File: src/rtl/simon_pkg.sv
// +----------------------------------------------------------------------+
// | simon_pkg : shared widths and owner encoding for the Simon memory    |
// | arbiter slice.                                                       |
// | Revision  : 1.0 - initial release                                    |
// +----------------------------------------------------------------------+
`default_nettype none

package simon_pkg;

  localparam int c_addr_w = 4;
  localparam int c_data_w = 2;

  typedef enum logic [1:0] {
    OWN_NONE = 2'd0,
    OWN_WR   = 2'd1,
    OWN_BL   = 2'd2,
    OWN_CK   = 2'd3
  } owner_t;

endpackage

`default_nettype wire

File: src/rtl/rr_picker.sv
// +----------------------------------------------------------------------+
// | rr_picker : two-way reader selection (blinker / checker).            |
// | SEQ_ARB_RR_EN selects round-robin; otherwise blinker has priority.   |
// | Revision  : 1.0 - initial release                                    |
// +----------------------------------------------------------------------+
`default_nettype none

module rr_picker (
  input  logic clk,
  input  logic reset,
  input  logic bl_req,
  input  logic ck_req,
  input  logic grant_bl,
  input  logic grant_ck,
  output logic pick_bl,
  output logic pick_ck
);

`ifdef SEQ_ARB_RR_EN
  // Set after a blinker grant so the checker wins the next reader tie.
  logic r_prefer_ck;

  always_ff @(posedge clk or negedge reset) begin
    if (!reset) begin
      r_prefer_ck <= 1'b0;
    end else if (grant_bl) begin
      r_prefer_ck <= 1'b1;
    end else if (grant_ck) begin
      r_prefer_ck <= 1'b0;
    end
  end

  assign pick_ck = ck_req && (!bl_req || r_prefer_ck);
`else
  logic w_unused;
  assign w_unused = ^{clk, reset, grant_bl, grant_ck};
  assign pick_ck  = ck_req && !bl_req;
`endif

  assign pick_bl = bl_req && !pick_ck;

endmodule

`default_nettype wire

File: src/rtl/seq_mem_arbiter.sv
// +----------------------------------------------------------------------+
// | seq_mem_arbiter : registered-grant arbiter sharing the Simon step    |
// | memory between writer, blinker and checker. Option: SEQ_ARB_RR_EN.  |
// | Revision  : 1.0 - initial release                                    |
// +----------------------------------------------------------------------+
`default_nettype none

module seq_mem_arbiter
  import simon_pkg::*;
#(
  parameter int ADDR_W   = c_addr_w,
  parameter int DATA_W   = c_data_w,
  parameter int LOCK_MAX = 16
) (
  input  logic              clk,
  input  logic              reset,
  input  logic              wr_req,
  input  logic [ADDR_W-1:0] wr_addr,
  input  logic [DATA_W-1:0] wr_data,
  output logic              wr_gnt,
  input  logic              bl_req,
  input  logic [ADDR_W-1:0] bl_addr,
  output logic              bl_gnt,
  output logic              bl_rvalid,
  input  logic              ck_req,
  input  logic [ADDR_W-1:0] ck_addr,
  output logic              ck_gnt,
  output logic              ck_rvalid,
  output logic [DATA_W-1:0] rd_data,
  output logic [ADDR_W-1:0] mem_address,
  output logic              mem_rw,
  output logic [DATA_W-1:0] mem_wdata,
  input  logic [DATA_W-1:0] mem_rdata
);

  localparam int                c_hold_w   = $clog2(LOCK_MAX);
  localparam logic [c_hold_w-1:0] c_hold_max = c_hold_w'(LOCK_MAX - 1);

  owner_t              r_owner;
  owner_t              w_owner_nxt;
  logic [c_hold_w-1:0] r_hold;
  logic                r_bl_rvalid;
  logic                r_ck_rvalid;

  logic w_own_req, w_others, w_limit_hit, w_arb;
  logic w_cand_wr, w_cand_bl, w_cand_ck;
  logic w_pick_bl, w_pick_ck;

  always_ff @(posedge clk or negedge reset) begin
    if (!reset) begin
      r_owner <= OWN_NONE;
      r_hold  <= '0;
    end else begin
      r_owner <= w_owner_nxt;
      if (w_owner_nxt != r_owner) begin
        r_hold <= '0;
      end else if (r_hold != c_hold_max) begin
        r_hold <= r_hold + 1'b1;
      end
    end
  end

  always_comb begin
    w_own_req = 1'b0;
    w_others  = 1'b0;
    case (r_owner)
      OWN_WR:  begin w_own_req = wr_req; w_others = bl_req | ck_req; end
      OWN_BL:  begin w_own_req = bl_req; w_others = wr_req | ck_req; end
      OWN_CK:  begin w_own_req = ck_req; w_others = wr_req | bl_req; end
      default: begin w_own_req = 1'b0;   w_others = wr_req | bl_req | ck_req; end
    endcase
  end

  // A requester dropping on the limit edge is a plain release, not a forced hand-off.
  assign w_limit_hit = w_own_req && (r_hold == c_hold_max) && w_others;
  assign w_arb       = (r_owner == OWN_NONE) || !w_own_req || w_limit_hit;
  assign w_cand_wr   = wr_req && !(w_limit_hit && (r_owner == OWN_WR));
  assign w_cand_bl   = bl_req && !(w_limit_hit && (r_owner == OWN_BL));
  assign w_cand_ck   = ck_req && !(w_limit_hit && (r_owner == OWN_CK));

  rr_picker u_picker (
    .clk      (clk),
    .reset    (reset),
    .bl_req   (w_cand_bl),
    .ck_req   (w_cand_ck),
    .grant_bl (w_owner_nxt == OWN_BL && r_owner != OWN_BL),
    .grant_ck (w_owner_nxt == OWN_CK && r_owner != OWN_CK),
    .pick_bl  (w_pick_bl),
    .pick_ck  (w_pick_ck)
  );

  always_comb begin
    w_owner_nxt = r_owner;
    if (w_arb) begin
      if (w_cand_wr)      w_owner_nxt = OWN_WR;
      else if (w_pick_bl) w_owner_nxt = OWN_BL;
      else if (w_pick_ck) w_owner_nxt = OWN_CK;
      else                w_owner_nxt = OWN_NONE;
    end
  end

  always_comb begin
    wr_gnt      = (r_owner == OWN_WR);
    bl_gnt      = (r_owner == OWN_BL);
    ck_gnt      = (r_owner == OWN_CK);
    mem_rw      = (r_owner == OWN_WR) && wr_req;
    mem_wdata   = wr_data;
    mem_address = '0;
    case (r_owner)
      OWN_WR:  mem_address = wr_addr;
      OWN_BL:  mem_address = bl_addr;
      OWN_CK:  mem_address = ck_addr;
      default: mem_address = '0;
    endcase
  end

  always_ff @(posedge clk or negedge reset) begin
    if (!reset) begin
      r_bl_rvalid <= 1'b0;
      r_ck_rvalid <= 1'b0;
    end else begin
      r_bl_rvalid <= (r_owner == OWN_BL) && bl_req;
      r_ck_rvalid <= (r_owner == OWN_CK) && ck_req;
    end
  end

  assign bl_rvalid = r_bl_rvalid;
  assign ck_rvalid = r_ck_rvalid;
  assign rd_data   = mem_rdata;

endmodule

`default_nettype wire

File: config.mk
export PLATFORM = sky130hd
export DESIGN_NAME = seq_mem_arbiter
export DESIGN_NICKNAME = d
export VERILOG_FILES = /design/src/rtl/simon_pkg.sv /design/src/rtl/rr_picker.sv /design/src/rtl/seq_mem_arbiter.sv
export SDC_FILE = /design/constraint.sdc
export NUM_CORES = 1
export LEC_CHECK = 0
export CORE_UTILIZATION = 40
export CTS_CLUSTER_SIZE = 24
export DETAILED_ROUTE_END_ITERATION = 10
export PLACE_DENSITY = 0.8
export SLEW_MARGIN = 10
export SYNTH_ARGS = -nofsm -noshare
export SYNTH_HDL_FRONTEND = slang
export SYNTH_SLANG_ARGS = --single-unit
File: constraint.sdc
create_clock -name clk -period 5.01 [get_ports clk]
set_input_delay 1.002 -clock clk [delete_from_list [all_inputs] [get_ports clk]]
set_output_delay 1.002 -clock clk [all_outputs]
set_load 0.05 [all_outputs]
==> results.txt, run 1 <==
The sort of element at the start of the critical path was an input port. The maximum fanout encountered on the critical timing path is 1, and the maximum frequency from static timing analysis is 282 MHz. Arrival time of the worst setup path: 2550 ps. Between clock sinks in the finished design, the worst skew comes to 1.21 ps. In this run, placement finished with an instance count of 106. During synthesis, Yosys emitted a total of 0 warnings. The width of the chip was 43.0 um; the height of the die was 43.0 um. In the final routed layout, each cell accounts on average for 15.0 um.

The starting density of the core was 0.437. For this design the static power due to leakage is 0.398 nW. The total negative setup slack is 0 ps, and the power per cell area is 575 mW/mm^2.

The tools report the root buffer selected by CTS as clkbuf_4. Worst setup path category: input port to output port. Setup slack closes at 1460 ps. The logs give 1480 ps for the setup slack after placement and 0 for the number of slew-limit violations in the final report. The run gives 0 as the number of gates given a new drive strength after cts. The net count of the finished layout is 122. For the count of nets left with antenna violations after detail routing, the log shows 0. Final critical-path share of the clock period: 0.708. STA classifies the critical path endpoint as an output port.

The share of cells above drive strength 1 came out at 0.108. For the final hold violation count, the log shows 0. Synthesized area: 673 sq um.

The count of buffers added on input and output ports is 26. Compared with the post-synthesis result, the final layout area differs by 39.8%. The run gives 96 as the synthesized netlist net count.

Total routing resource utilization after global routing: 0.185. The flow ran to the end, and the final reports show no timing, DRC or antenna violations. The number of endpoints failing setup at the final stage came out at 0.

The core region is 0.00154 sq mm. The count of distinct cell types in the synthesized netlist was 32; the maximum level of the CTS H-tree was 1. The total I/O pin count was 35. The run gives 0.297 as the portion of the post-synthesis area used by sequential elements. Once the clock tree was built, the setup fixing pass inserted 0 buffers. TritonCTS created 3 clock buffers. The routed design could run at a clock period as short as 3550 ps.

The source-to-sink clock delay at the later pin of the worst-skew pair is 250 ps. The total overflow left after global routing is 0. TritonCTS built the clock tree. Maximum vdd drop: 0.000320 V. The count of state elements after synthesis was 8. The tools report the via count of the first global-routing pass as 623. The clock drives 8 sinks. For the area of the die, the log shows 0.00185 sq mm. The classification of the worst-slack hold path was flip-flop to flip-flop.

The first global-routing pass estimated 2570 um of wire. Setup repair after global routing left no endpoint under its margin. The cell count after synthesis is 69, and the initial DRC count is 31.

A synthesized cell averages 9.76 sq um. The final hold slack was 571 ps; the final non-filler cell total was 109. After clock tree synthesis, the clock-pin slew on the worst setup and hold paths is 50 ps. STA puts the critical path data required time at 4010 ps. At the pin with the least slew margin, the transition time is 507 ps. The logs give 2 for the buffer depth of the longest clock path and 0.810 for the placer's final routability congestion estimate. The tools report the routed wire length as 1630 um.

For the first-pass iteration count of the detailed router, the log shows 4. The final core utilization is 0.610, and the headroom to the max-slew limit is 0.661. The cts-stage hold buffer count is 0, and the detailed-route via count is 624. Initial antenna violation count: 0.

The ratio of routed vias to standard cells came out at 5.72. Entering global routing, the biggest net connects 11 pins. The max-cap violation count came out at 0. The count of inserted antenna diode cells was 0.

Row generation in the floorplan step produced 14 rows. After detailed routing, the number of remaining DRC violations is 0. Half-perimeter wire length of the detailed placement result: 1290 um.
## cell usage after synthesis (all sizes together)
| master | number | share of area |
|---|---|---|
| a21o | 1 | 0.011 |
| nor2b | 1 | 0.0093 |
| o21ai | 3 | 0.022 |
| nand3 | 2 | 0.022 |
| nor4 | 1 | 0.019 |
| buf | 5 | 0.052 |
| a22o | 1 | 0.026 |
| dfrtp | 8 | 0.30 |
| or4b | 1 | 0.015 |
| nand2 | 4 | 0.022 |
| o2111a | 1 | 0.017 |
| o21a | 2 | 0.033 |
| a222oi | 5 | 0.074 |
| nor2 | 5 | 0.028 |
| xnor2 | 1 | 0.013 |
| nand2b | 1 | 0.0093 |
| nand3b | 1 | 0.011 |
| o31ai | 1 | 0.011 |
| ha | 6 | 0.11 |
| nor3b | 1 | 0.011 |
| mux2i | 1 | 0.015 |
| o32ai | 2 | 0.048 |
| nor3 | 4 | 0.030 |
| a21oi | 1 | 0.0074 |
| inv | 4 | 0.022 |
| a31oi | 1 | 0.0093 |
| and2 | 3 | 0.030 |
| a21boi | 2 | 0.022 |
## cell type report
cell class / instances / area (sq um)
flip-flops and latches: 8 / 200
clock buffers: 3 / 22.5
well taps: 16 / 20.0
fillers: 132 / 601
inverters: 4 / 15.0
multi-input cells: 52 / 423
repair buffers: 26 / 260
## cell usage in the layout (no fill, tap or decap), types with 2 or more instances in the layout
cell type / n
clkdlybuf4s50_1: 26
dfrtp_1: 8
ha_1: 6
nor2_1: 5
a222oi_1: 5
inv_1: 4
nand2_1: 4
nor3_1: 4
o21ai_0: 3
clkbuf_4: 3
and2_1: 2
a21boi_0: 2
o32ai_2: 2
## sequential cells by signal (all words and copies together) (netlist names)
signal / cells
r_owner: 2
bl_rvalid: 1
ck_rvalid: 1
r_hold: 4
## kinds of logic (layout without fill, tap and decap cells)
family | after synthesis | in the layout | share of synthesized area
simple gates | 24 | 24 | 0.206
compound gates | 20 | 20 | 0.283
buf+inv | 9 | 33 | 0.0743
flops | 8 | 8 | 0.297
fa+ha+maj | 6 | 6 | 0.112
xor+xnor | 1 | 1 | 0.0130
mux | 1 | 1 | 0.0149
## metrics by stage
step	instance area, sq um	power (mW)
floorplan	673	0.387
global placement	918	0.482
detailed placement	918	0.492
CTS	941	0.543
global route	941	0.571
finish	941	0.541
## routing by layer
layer	vias up	track usage	share of wire
li1	309	-	-
met1	290	0.229	0.47
met2	22	0.294	0.48
met3	3	0.0766	0.044
met4	0	0.0545	0.0080
met5	-	0	0
## worst paths after layout
path                                      start                    end  slack, ps  cells past startpoint
setup / recovery                     ck_addr[3]         mem_address[3]       1460                      4
hold / removal             r_owner[1]$_DFF_PN0_   r_owner[1]$_DFF_PN0_        570                      1
setup reg to reg           r_owner[1]$_DFF_PN0_  r_hold[0]$_DFFE_PN0P_       2290                      8
hold reg to reg            r_owner[1]$_DFF_PN0_   r_owner[1]$_DFF_PN0_        570                      1
max in group asynchronous                 reset  r_hold[1]$_DFFE_PN0P_       3730                      1
min in group asynchronous                 reset  r_hold[3]$_DFFE_PN0P_       1020                      1
## worst max-delay path, stage by stage
cell and delay [ps]:
clkdlybuf4s50_1 420, a222oi_1 340, nor2_1 70, clkdlybuf4s50_1 700
## where the power goes
| group | switching, mW | internal, mW |
|---|---|---|
| Clock | 0.0208 | 0.0273 |
| Sequential | 0.0212 | 0.0820 |
| Combinational | 0.245 | 0.144 |
| Total | 0.287 | 0.253 |
Note: power is estimated with default switching activity, not from simulation.
==> inputs of run 2 (changes only) <==
Settings changed: CORE_UTILIZATION 40 to 35, PLACE_DENSITY 0.8 to 0.74.
Clock period 5.01 ns to 2.9 ns, I/O delays scaled along.
==> results.txt, run 2 (same netlist as run 1, synthesis figures left out) <==
The row count was 15; the share of cells above drive strength 1 was 0.158. The logs give 2 for the buffer depth of the longest clock path and 34 for the initial DRC count. The worst setup path is of the flip-flop to flip-flop kind. The final layout contains routed wiring with a total length of 1600 um. The tools report the remaining design rule violation count as 0. For the area of the die, the log shows 0.00210 sq mm. Root buffer selected by CTS: clkbuf_4. The tools report the final non-filler cell total as 120. The count of port buffers added during placement works out to 26. TritonCTS built the clock tree. For the worst setup path, the data required time is 3010 ps. Max-cap violations in this run came to 0. For the via count of the first global-routing pass, the log shows 571. The sink count of the clock tree is 8. In the final design database the tool counted 124 nets. After floorplanning, the core was sized to cover 0.00176 sq mm. Summing all multi-input logic gate instances after layout gives 425 sq um. The maximum vdd drop was 0.000465 V; the flip-flop count of the largest register, all copies and words added was 4. The worst hold path begins at r_owner[1]$_DFF_PN0_. The maximum level of the CTS H-tree came out at 1.

The setup slack after placement is 53.2 ps, and the ratio of routed vias to standard cells is 5.26. 0 antenna diodes ended up in the layout. Time the worst path needs with I/O delays and setup: 2690 ps.

The total routing resource utilization after global routing came out at 0.160. During I/O placement, the number of pins put on the boundary was 35. The first-pass GRT wire length is 2480 um, and the clock-pin slew reported for the worst setup and hold paths after clock tree synthesis is 50 ps.

Summed over all cells, the static leakage comes to 0.451 nW. The height of the die came out at 45.9 um. Ranked by flip-flop count, first place goes to r_hold. The final critical-path share of the clock period is 0.928, and the width of the chip is 45.9 um. The maximum fanout encountered on the critical timing path was 9; the initial antenna violation count was 0. For the final database, setup skew stands at 9.53 ps. The library cell used most frequently in the layout, excluding fill and tap cells, is clkdlybuf4s50_1.

For the pin with the worst max-slew slack, the measured transition is 514 ps. The sort of element at the start of the critical path is a flip-flop. The run finished with clean final reports. The maximum frequency from static timing analysis came out at 372 MHz. Startpoint of the most critical setup path: r_owner[0]$_DFF_PN0_. Across all layers, the routed design uses 631 vias. The total overflow left after global routing is 0. The path class of the tightest hold or removal check is flip-flop to flip-flop.

In this run the critical register-to-register path is launched from r_owner[0]$_DFF_PN0_. The pre-antenna-repair detailed-routing pass consisted of 5 iterations. Compared with the post-synthesis result, the final layout area differs by 44.4%.

The average wire per cell in the routed design was 13.3 um. The number of clock buffers added by TritonCTS is 3. After clock tree synthesis, the setup repair step added 0 buffers. The headroom to the max-slew limit is 0.657, and the half-perimeter wire length of the detailed placement result is 1230 um. The run gives 2800 ps as the arrival time of the worst setup path. The run gives 0 as the final hold violation count.

The total negative setup slack is 0 ps, and the number of endpoints failing setup at the final stage is 0. In this run the register-to-register setup slack is 210 ps. In this run the remaining antenna-violating nets after routing total 0.

The run gives 210 ps as the setup slack after layout. The top cell types in the final layout, fill and taps aside, are clkdlybuf4s50_1 (21), dfrtp_1 (8), nor2_1 (5), a222oi_1 (5), ha_1 (5). The power per cell area works out to 960 mW/mm^2.

Setup repair after global routing left no endpoint under its margin. The largest registers in the layout are r_hold x4, r_owner x2. The starting density of the core is 0.382, and the maximum number of pins on one net before global-route repair is 11.

The worst setup path is captured at a flip-flop. The total instance count after detailed placement was 117; the number of fill cells in the layout was 177. Clock latency on the worst-skew pair, taken at its later pin, is 250 ps.

Across the whole layout, storage elements account for 200 sq um. The logs give 0 for the number of slew-limit violations in the final report and 0.854 for the placer's final routability congestion estimate.
run 2: path summary, 6_finish.rpt:
kind                                    endpoint  cells after the start
max in group asynchronous   r_owner[1]$_DFF_PN0_                      1
setup / recovery           r_hold[0]$_DFFE_PN0P_                      8
min in group asynchronous    ck_rvalid$_DFF_PN0_                      1
setup reg to reg           r_hold[0]$_DFFE_PN0P_                      8
hold / removal              r_owner[1]$_DFF_PN0_                      1
hold reg to reg             r_owner[1]$_DFF_PN0_                      1
run 2: repair_timing:
action,in CTS,in global routing
setup endpoints to repair,0,6
hold endpoints to repair,0,0
hold buffers,0,0
resized for setup,0,5
run 2: power by group:
part	switching, mW	total, mW	internal [mW]
registers	0.0357	0.177	0.142
logic	0.422	0.673	0.251
clock network	0.0359	0.0831	0.0472
total	0.494	0.934	0.440
run 2: layout make-up:
class | count | share of cell area
sequential | 8 | 0.206
timing repair buffer | 28 | 0.286
clock buffer | 3 | 0.0232
tap | 25 | 0.0322
multi-input combinational | 52 | 0.438
inverter | 4 | 0.0154
run 2: worst max-delay path, stage by stage, from the launching register on:
cell and delay (ps):
dfrtp_1 450, inv_1 160, ha_1 370, a222oi_1 140, or4b_1 540, o21a_1 200
o21a_4 200, o32ai_2 380, nor3_1 110
run 2: metrics by stage:
step / hold WS [ps] / utilization / cell area (sq um) / power (mW)
after floorplan: 284 / - / 673 / 0.669
after global placement: 557 / 0.533 / 940 / 0.839
after detailed placement: 562 / 0.533 / 940 / 0.849
after CTS: 573 / 0.545 / 962 / 0.936
after global routing: 602 / 0.551 / 972 / 0.995
final: 570 / 0.551 / 972 / 0.934
run 2: routing by layer:
metal  share of wire  routed length [um]  vias to the layer above  GRT usage
met1            0.50                 794                      300      0.223
met4               0                   0                        0     0.0176
met2            0.46                 738                       20      0.242
met5               0                   0                        -          0
li1                -                   -                      311          -
met3           0.039                  63                        0     0.0595
==> inputs of run 3 (changes only) <==
Settings changed: CORE_UTILIZATION 35 to 41, PLACE_DENSITY 0.74 to 0.82.
Clock period 2.9 ns to 3.2 ns, I/O delays scaled along.
==> results.txt, run 3 (same netlist as run 1, synthesis figures left out) <==
The net count of the finished layout was 122; the number of fill cells in the layout was 129. The critical path crosses 5 cells after its start point. Subtracting the final worst setup slack from the clock period gives 2960 ps.

The count of port buffers added during placement works out to 26. The tool flagged a number of max-cap violations equal to 0. Across all register-to-register paths, the minimum setup slack is 490 ps. The floorplan has 14 rows. The tightest hold path in the finished design has a slack of 572 ps. Startpoint of the most critical setup path: r_owner[0]$_DFF_PN0_. Top cell family by delay on the critical path: buffers and inverters. Element type at the critical path end: an output port. The HPWL after detailed placement is 1240 um. For the worst setup path, the data arrival time is 2320 ps. The path class of the tightest hold or removal check is flip-flop to flip-flop.

The maximum frequency from static timing analysis is 338 MHz. At the worst endpoint, the required time is 2560 ps. From left edge to right edge, the die measures 42.5 um.

On the final layout, the worst clock skew is 8.01 ps. For the first-pass GRT wire length, the log shows 2680 um. The register with the most flip-flops in the layout has 4 of them. The clock-pin slew reported for the worst setup and hold paths after clock tree synthesis was 60 ps.

Routability-driven placement finished with a final weighted congestion of 0.840. For the initial antenna violation count, the log shows 0. The ratio of routed vias to standard cells came out at 5.77. In the layout the commonest cells are clkdlybuf4s50_1 (26), dfrtp_1 (8), ha_1 (6). The height of the die came out at 42.5 um. The combined area of the multi-input logic cells came out at 423 sq um.

The share of cells above drive strength 1 is 0.108, and the number of slew-limit violations in the final report is 0. The run gives 0.192 as the total routing resource utilization after global routing. The cell with the biggest individual delay on the critical path was clkdlybuf4s50_1. The delay of the slowest critical-path stage came out at 820 ps.

The later pin in the worst-skew pair is clocked with a latency of 250 ps. The area growth from synthesis to layout works out to 39.8%. The tree built by TritonCTS fans out to 8 sinks. The total negative setup slack came out at 0 ps. The routed wire length is 1590 um. Setup repair after global routing left no endpoint under its margin. Sequential cell area: 200 sq um. The run gives 0.398 nW as the leakage power summed over all cells. The starting density of the core came out at 0.442.

Gates resized during post-CTS repair numbered 0. At the pin with the least slew margin, the transition time is 511 ps. The worst setup path category was flip-flop to output port. The worst register-to-register path has a depth of 8. The critical path goes through inv_1 -> ha_1 -> a222oi_1 -> nor2_1 -> clkdlybuf4s50_1. The initial DRC count was 20; the detailed-route via count was 629. The startpoint identified for the worst register-to-register timing path is r_owner[1]$_DFF_PN0_.

The worst register-to-register path ends at r_hold[0]$_DFFE_PN0P_. For the remaining design rule violation count, the log shows 0. The most common cell after layout, fill and taps aside is clkdlybuf4s50_1. Ranked by flip-flop count, first place goes to r_hold. In the final layout, the registers with the most flip-flops are r_hold x4, r_owner x2.

For the maximum number of pins on one net before global-route repair, the log shows 11. The clock passes through at most 2 buffers. The run gives 611 as the via count of the first global-routing pass. The average wire per cell in the routed design works out to 14.6 um. The first-pass iteration count of the detailed router was 4. The run gives 0.00152 sq mm as the total core area. For the count of buffers added by post-CTS timing repair for setup, the log shows 0. For the maximum vdd drop, the log shows 0.000417 V. The run finished with clean final reports. TritonCTS built the clock tree. The most critical setup path has its endpoint at mem_address[0]. 35 I/O pins were placed. The remaining global-route overflow came out at 0.

Headroom to the max-slew limit: 0.658. The number of endpoints failing setup at the final stage was 0. The tools report the area of the die as 0.00181 sq mm. For the maximum level of the CTS H-tree, the log shows 1. Together, buffers and inverters on the worst path number 2. The detail route stage leaves a number of antenna-violating nets equal to 0.

For the count of inserted antenna diode cells, the log shows 0. The final critical-path share of the clock period is 0.924. The logs give 0 for the final hold violation count and 3 for the number of CTS-inserted buffers. In this run, post-CTS hold repair placed 0 buffers. Root buffer selected by CTS: clkbuf_4.

The tools report the sort of element at the start of the critical path as a flip-flop. The power per cell area is 894 mW/mm^2. The maximum fanout encountered on the critical timing path works out to 9.
run 3: stage by stage:
step | cells | cell area [sq um] | setup slack (ps) | util | power, mW
4_1_cts | 109 | 941 | 220 | 0.617 | 0.846
3_3_place_gp | 106 | 918 | 295 | 0.603 | 0.757
3_5_place_dp | 106 | 918 | 227 | 0.603 | 0.765
6_report | 109 | 941 | 242 | 0.617 | 0.841
2_1_floorplan | 69 | 673 | 348 | - | 0.607
5_1_grt | 109 | 941 | 91.1 | 0.617 | 0.895
run 3: power by group:
group | total (mW) | internal (mW) | switching (mW)
Clock | 0.0755 | 0.0428 | 0.0326
Sequential | 0.159 | 0.128 | 0.0303
Combinational | 0.607 | 0.225 | 0.382
run 3: area by class of cell:
type	count	area share
Tap cell	16	0.0213
Multi-Input combinational cell	52	0.449
Sequential cell	8	0.213
Inverter	4	0.0160
Timing Repair Buffer	26	0.277
Clock buffer	3	0.0239
run 3: how the worst min path moves through the flow:
stage | start | endpoint | slack [ps] | cells past startpoint
after floorplan | reset | bl_rvalid$_DFF_PN0_ | 340 | 0
after global placement | r_owner[1]$_DFF_PN0_ | r_owner[1]$_DFF_PN0_ | 560 | 1
after detailed placement | r_owner[1]$_DFF_PN0_ | r_owner[1]$_DFF_PN0_ | 550 | 1
after CTS | r_owner[1]$_DFF_PN0_ | r_owner[1]$_DFF_PN0_ | 570 | 1
after global routing | r_owner[1]$_DFF_PN0_ | r_owner[1]$_DFF_PN0_ | 600 | 1
final | r_owner[1]$_DFF_PN0_ | r_owner[1]$_DFF_PN0_ | 570 | 1
run 3: per-layer routing:
| metal | part of all wire | GRT usage | up-vias | routed length [um] |
|---|---|---|---|---|
| met4 | 0 | 0.0438 | 0 | 0 |
| met1 | 0.48 | 0.274 | 292 | 764 |
| met3 | 0.056 | 0.0647 | 0 | 89 |
| li1 | - | - | 310 | - |
| met2 | 0.46 | 0.280 | 27 | 738 |
| met5 | 0 | 0 | - | 0 |
run 3: worst register-to-register path, cell delays in order (launching register included):
cell      delay, ps
dfrtp_1         420
inv_1           150
ha_1            370
a222oi_1        200
or4b_1          550
o21a_1          200
o21a_4          210
o32ai_2         360
nor3_1          120
